$ cat src/rtl/time_counter.sv
// time_counter
//   24 h time-of-day core. Counts HH:MM:SS in packed BCD from the rising edges
//   of Clock_1Sec. Two debounced push-buttons set hours and minutes through a
//   three-state mode FSM (RUN -> SET_HOUR -> SET_MIN -> RUN).
//
// Ports
//   Clock_5K    in   5 kHz system clock, rising edge
//   Reset       in   asynchronous, active-low
//   Clock_1Sec  in   seconds clock from the clock generator (same domain)
//   Mode_Btn    in   raw mode button, active-high
//   Inc_Btn     in   raw increment button, active-high
//   Hour_BCD    out  hours 00-23, packed BCD
//   Min_BCD     out  minutes 00-59, packed BCD
//   Sec_BCD     out  seconds 00-59, packed BCD
//   Mode        out  00 RUN, 01 SET_HOUR, 10 SET_MIN
//   Sec_Tick    out  one-cycle pulse aligned with the seconds update
module time_counter #(
  parameter int DEBOUNCE_CYC = 50
) (
  input  logic       Clock_5K,
  input  logic       Reset,
  input  logic       Clock_1Sec,
  input  logic       Mode_Btn,
  input  logic       Inc_Btn,
  output logic [7:0] Hour_BCD,
  output logic [7:0] Min_BCD,
  output logic [7:0] Sec_BCD,
  output logic [1:0] Mode,
  output logic       Sec_Tick
);

  localparam int            CW      = (DEBOUNCE_CYC > 1) ? $clog2(DEBOUNCE_CYC) : 1;
  localparam logic [CW-1:0] CNT_MAX = CW'(DEBOUNCE_CYC - 1);
  localparam logic [CW-1:0] CNT_ONE = CW'(1);

  typedef enum logic [1:0] {
    RUN      = 2'b00,
    SET_HOUR = 2'b01,
    SET_MIN  = 2'b10
  } mode_e;

  // Packed-BCD increment that wraps to 00 after max_v; units 9 carries into tens.
  function automatic logic [7:0] bcd_inc(input logic [7:0] v, input logic [7:0] max_v);
    logic [7:0] r;
    if (v == max_v) begin
      r = 8'h00;
    end else if (v[3:0] == 4'd9) begin
      r = {v[7:4] + 4'd1, 4'd0};
    end else begin
      r = {v[7:4], v[3:0] + 4'd1};
    end
    return r;
  endfunction

  logic          prev_r;
  logic          tick_s;
  logic [1:0]    raw_s;
  logic [1:0]    stable_r;
  logic [1:0]    press_r;
  logic [CW-1:0] cnt_r [2];
  mode_e         state_r;
  logic          mode_press_s;
  logic          inc_press_s;

  // Only rising edges of the seconds clock count; falling edges are ignored.
  assign tick_s       = Clock_1Sec & ~prev_r;
  assign raw_s        = {Inc_Btn, Mode_Btn};
  assign mode_press_s = press_r[0];
  assign inc_press_s  = press_r[1];
  assign Mode         = state_r;

  // Seconds edge detector and the registered tick pulse.
  always_ff @(posedge Clock_5K or negedge Reset) begin
    if (!Reset) begin
      prev_r   <= 1'b0;
      Sec_Tick <= 1'b0;
    end else begin
      prev_r   <= Clock_1Sec;
      Sec_Tick <= tick_s;
    end
  end

  // Button debouncers: a level must persist DEBOUNCE_CYC samples to be
  // accepted; an accepted 0->1 transition yields a single press pulse.
  always_ff @(posedge Clock_5K or negedge Reset) begin
    if (!Reset) begin
      stable_r <= 2'b00;
      press_r  <= 2'b00;
      cnt_r[0] <= '0;
      cnt_r[1] <= '0;
    end else begin
      for (int i = 0; i < 2; i++) begin
        press_r[i] <= 1'b0;
        if (raw_s[i] != stable_r[i]) begin
          if (cnt_r[i] == CNT_MAX) begin
            stable_r[i] <= raw_s[i];
            cnt_r[i]    <= '0;
            press_r[i]  <= raw_s[i];
          end else begin
            cnt_r[i] <= cnt_r[i] + CNT_ONE;
          end
        end else begin
          cnt_r[i] <= '0;
        end
      end
    end
  end

  // Mode FSM and time registers. In RUN a coincident Mode press still lets
  // the tick land; in SET_* Mode has priority over Inc and ticks are dropped.
  always_ff @(posedge Clock_5K or negedge Reset) begin
    if (!Reset) begin
      state_r  <= RUN;
      Hour_BCD <= 8'h00;
      Min_BCD  <= 8'h00;
      Sec_BCD  <= 8'h00;
    end else begin
      case (state_r)
        RUN: begin
          if (tick_s) begin
            Sec_BCD <= bcd_inc(Sec_BCD, 8'h59);
            if (Sec_BCD == 8'h59) begin
              Min_BCD <= bcd_inc(Min_BCD, 8'h59);
              if (Min_BCD == 8'h59) begin
                Hour_BCD <= bcd_inc(Hour_BCD, 8'h23);
              end
            end
          end
          if (mode_press_s) begin
            state_r <= SET_HOUR;
          end
        end
        SET_HOUR: begin
          if (mode_press_s) begin
            state_r <= SET_MIN;
          end else if (inc_press_s) begin
            Hour_BCD <= bcd_inc(Hour_BCD, 8'h23);
          end
        end
        SET_MIN: begin
          if (mode_press_s) begin
            state_r <= RUN;
            Sec_BCD <= 8'h00;
          end else if (inc_press_s) begin
            Min_BCD <= bcd_inc(Min_BCD, 8'h59);
          end
        end
        default: begin
          state_r <= RUN;
        end
      endcase
    end
  end

endmodule
$ cat config.mk
export PLATFORM = sky130hd
export DESIGN_NAME = time_counter
export DESIGN_NICKNAME = d
export VERILOG_FILES = /design/src/rtl/time_counter.sv
export SDC_FILE = /design/constraint.sdc
export NUM_CORES = 1
export LEC_CHECK = 0
export CAP_MARGIN = 20
export CORE_ASPECT_RATIO = 0.5
export CORE_MARGIN = 4
export CORE_UTILIZATION = 51
export CTS_BUF_LIST = sky130_fd_sc_hd__clkbuf_8
export DETAILED_ROUTE_END_ITERATION = 8
export PLACE_DENSITY = 0.75
export SYNTH_ARGS = -nofsm -noshare
export SYNTH_HDL_FRONTEND = slang
export SYNTH_SLANG_ARGS = --single-unit
$ cat constraint.sdc
create_clock -name Clock_5K -period 1.8 [get_ports Clock_5K]
set_input_delay 0.18 -clock Clock_5K [delete_from_list [all_inputs] [get_ports Clock_5K]]
set_output_delay 0.18 -clock Clock_5K [all_outputs]
set_load 0.02 [all_outputs]
==> results.md <==
- The clock-pin slew on the worst setup and hold paths is 0.08 ns.
- The finished cells cover 0.00312 mm².
- The H-tree level count is 2.
- The count of buffering cells on the critical path with inverters included is 0.
- In the synthesized netlist, the number of instances is 225.
- The depth of the most critical reg-to-reg path is 4.
- The first detailed-routing pass took 6 iterations.
- Data arrives at the worst endpoint at 1.97 ns.
- Dividing the final minimum period by the clock period gives 0.990.
- The first routing iteration left 39 violations.
- The setup slack at placement is -0.128 ns.
- The wire length per cell after detailed routing is 14.2 µm.
- The die is 56.1 µm tall.
- The cell area after placement is 0.00294 mm².
- The area share of the largest cell type after synthesis is 0.467.
- The number of global-route vias before repair came to 1895.
- Setup repair after global routing could not meet its margin everywhere.
- The die is 104 µm wide.
- The initial antenna violation count is 0.
- The starting density of the core is 0.533.
- The most common cell in the synthesized netlist is sky130_fd_sc_hd__dfrtp_1.
- At the pin with the least slew margin, the transition time is 0.431 ns.
- After synthesis the cells add up to 0.00236 mm².
- The average cell area after synthesis is 10.5 µm².
- Summed over all cells, the static leakage comes to 1.40 nW.
- The gate family responsible for the most delay along the worst path is compound AO/OA/AOI/OAI gates.
- From synthesis to final layout, the design area changed by 32.5%.
- The total vias in the final route is 1866.
- For this design the top-level I/O count stands at 32.
- The clock tree root buffer cell is sky130_fd_sc_hd__clkbuf_8.
- The final setup slack of the worst path is 0.0177 ns.
- For this design, the slowest cell found on the critical path is sky130_fd_sc_hd__or4_1.
- For this design, the sink count on the clock tree is 44.
- After detailed routing, the total wire length is 4980 µm.
- For this run, the number of Yosys warnings is 0.
- The clock arrives with 0.00464 ns of skew.
- In this run the standard cell core region covers 0.00442 mm².
- The final-stage net count is 314.
- The remaining routing DRC violations is 0.
- The site row count is 17.
- The die covers 0.00584 mm².
- The total overflow left after global routing is 0.
- TritonCTS built the clock tree.
- The capturing element type of the critical path is a flop.
- The count of state elements after synthesis is 44.
- The final number of hold-violating endpoints came to 0.
- Once detail routing completed, the nets flagged for antenna violations numbered 0.
- The count of final setup violators is 0.
- The worst-case register-to-register setup slack is 0.02 ns.
- The CTS buffer count is 5.
- The endpoint of the lowest-slack register-to-register path is Hour_BCD[3].
- By count the netlist is led by 44 x sky130_fd_sc_hd__dfrtp_1, 31 x sky130_fd_sc_hd__nor2_1, 16 x sky130_fd_sc_hd__ha_1.
- The setup TNS is 0 ns.
- The worst hold-check path type is in2async.
- The global-route wire length before repair is 8590 µm.
- Ranked by total cell area, the synthesized netlist is headed by sky130_fd_sc_hd__dfrtp_1 47%, sky130_fd_sc_hd__ha_1 8.5%, sky130_fd_sc_hd__mux2_2 5.3%.
- In the final layout, the multi-input gates occupy 0.00124 mm².
- The count of buffers inserted at the top-level ports is 31.
- The maximum number of pins on one net before global-route repair is 20.
- The number of vias per cell after detailed routing is 5.32.
- The tool flagged a number of max-cap violations equal to 0.
- Headroom to the max-slew limit came out at 0.713.
- The critical path class is reg2reg.
- The achievable clock frequency is 0.561 GHz.
- The sequential element share of the synthesized area is 0.467.
- In this design, the stage delay of the slowest critical-path cell is 0.56 ns.
- Data on the critical path is required at its endpoint by 1.99 ns.
- The final-layout fill cell count is 334.
- The share of layout cells above drive strength 1 is 0.241.
- VDD sags by at most 428 µV.
- The reg-to-reg critical path startpoint is Hour_BCD[2].
- Of all cell types, the one taking the most synthesized area is sky130_fd_sc_hd__dfrtp_1.
- The synthesized design contains 0 enable-type register cells.
- Traced cell by cell, the critical path runs through or4_1, o21a_1, a221o_1, a22o_1.
- In this run the deepest clock path goes through 2 buffers.
- The sequential cell area in the final layout is 0.00111 mm².
- The repair_antennas step left the layout with diodes totalling 0.
- The number of distinct library cells after synthesis is 45.
- The clock period minus final worst setup slack is 1.78 ns.
- The flow ran to the end, and the final reports show no timing, DRC or antenna violations.
- The placer congestion estimate is 0.815.
- After synthesis, the share of flip-flops with an asynchronous set or reset is 1.00.
- The HPWL after detailed placement is 3630 µm.
- The commonest register cell after synthesis is sky130_fd_sc_hd__dfrtp_1.
- The peak fanout along the critical path is 2.
- When the netlist entered floorplanning its net count stood at 246.
- The count of pins over their slew limit was 0.
- The total global-route track usage is 0.180.
- In this run the power density over the cells is 734 mW/mm².
- STA classifies the critical path startpoint as a flop.
- The clock insertion delay at the later pin of the skew report is 0.29 ns.
## power by group
group          internal, mW  leakage (nW)  switching [mW]
logic                 0.273         0.780           0.270
registers              1.06         0.571          0.0552
clock network         0.306        0.0510           0.326
total                  1.64          1.40           0.652
## cell families (layout without fill, tap and decap cells)
logic type      after synthesis  in the layout  synth area share
compound gates               33             33             0.105
xor+xnor                     12             12            0.0446
fa+ha+maj                    16             16            0.0849
buf+inv                      18             87            0.0324
flops                        44             44             0.467
mux                          11             11            0.0525
simple gates                 91             91             0.214
## metrics by stage
| stage | util | hold slack [ns] | power (mW) | std cells |
|---|---|---|---|---|
| 4_1_cts | 0.698 | 0.355 | 2.30 | 348 |
| 3_5_place_dp | 0.665 | 0.152 | 1.63 | 338 |
| 5_1_grt | 0.706 | 0.400 | 2.43 | 351 |
| 6_report | 0.706 | 0.359 | 2.29 | 351 |
| 3_3_place_gp | 0.665 | 0.143 | 1.62 | 338 |
| 2_1_floorplan | - | -0.116 | 1.37 | 225 |
## worst max-delay path by stage
stage	from	end	slack [ns]	cells past startpoint
floorplan	Min_BCD[1]	Hour_BCD[3]	-0.005	6
global placement	Clock_1Sec	Sec_BCD[5]	-0.08	5
detailed placement	Clock_1Sec	Min_BCD[1]	-0.13	5
CTS	Hour_BCD[2]	Hour_BCD[0]	0.0007	4
global route	Sec_BCD[1]	Hour_BCD[3]	-0.05	6
finish	Hour_BCD[2]	Hour_BCD[3]	0.02	4
## layout by cell type, fill, tap and decap left out, drive strengths merged, types with 2 or more instances in the layout
cell type / instances
o21ai: 11
clkdlybuf4s50: 30
ha: 16
xor2: 7
nor2b: 3
nand2b: 4
dfrtp: 44
a211oi: 2
nor2: 31
buf: 34
o22ai: 2
and3b: 5
nand3: 12
or4: 2
mux2: 11
o31ai: 2
a22o: 2
nor3b: 3
nor3: 3
clkbuf: 6
xnor2: 5
and4bb: 2
a21oi: 4
nand2: 13
nand3b: 5
nand4: 3
clkinv: 2
inv: 14
## worst register-to-register path: cells and delay by family, from the launching register on
kind | cells | cell delay (ns)
compound gates | 3 | 0.70
simple gates | 1 | 0.56
flops | 1 | 0.41
## flip-flops by register name (all words and copies together), names as in the netlist
| name | cells |
|---|---|
| Mode | 2 |
| press_r | 2 |
| stable_r | 2 |
| Sec_Tick | 1 |
| cnt_r | 12 |
| prev_r | 1 |
| Sec_BCD | 8 |
| Hour_BCD | 8 |
| Min_BCD | 8 |
## layout make-up
| type | instances | area share |
|---|---|---|
| clock inverters | 2 | 0.00320 |
| flip-flops and latches | 44 | 0.354 |
| clock buffers | 6 | 0.0264 |
| well taps | 57 | 0.0228 |
| multi-input cells | 163 | 0.396 |
| inverters | 14 | 0.0168 |
| repair buffers | 65 | 0.180 |
## repair_timing
action / in CTS / in global routing
pin swaps: 3 / 5
hold buffers: 1 / 0
setup endpoints to repair: 3 / 9
buffers inserted: 1 / 3
resized for setup: 8 / 4
hold endpoints to repair: 17 / 0
## per-layer routing
metal | GRT usage | part of all wire | vias to the layer above | routed length (µm)
li1 | - | - | 927 | -
met1 | 0.226 | 0.47 | 898 | 2360
met2 | 0.318 | 0.49 | 37 | 2430
met3 | 0.0394 | 0.030 | 4 | 147
met4 | 0.0473 | 0.0076 | 0 | 38
met5 | 0 | 0 | - | 0
No activity file was read; power rests on OpenSTA's default activity.
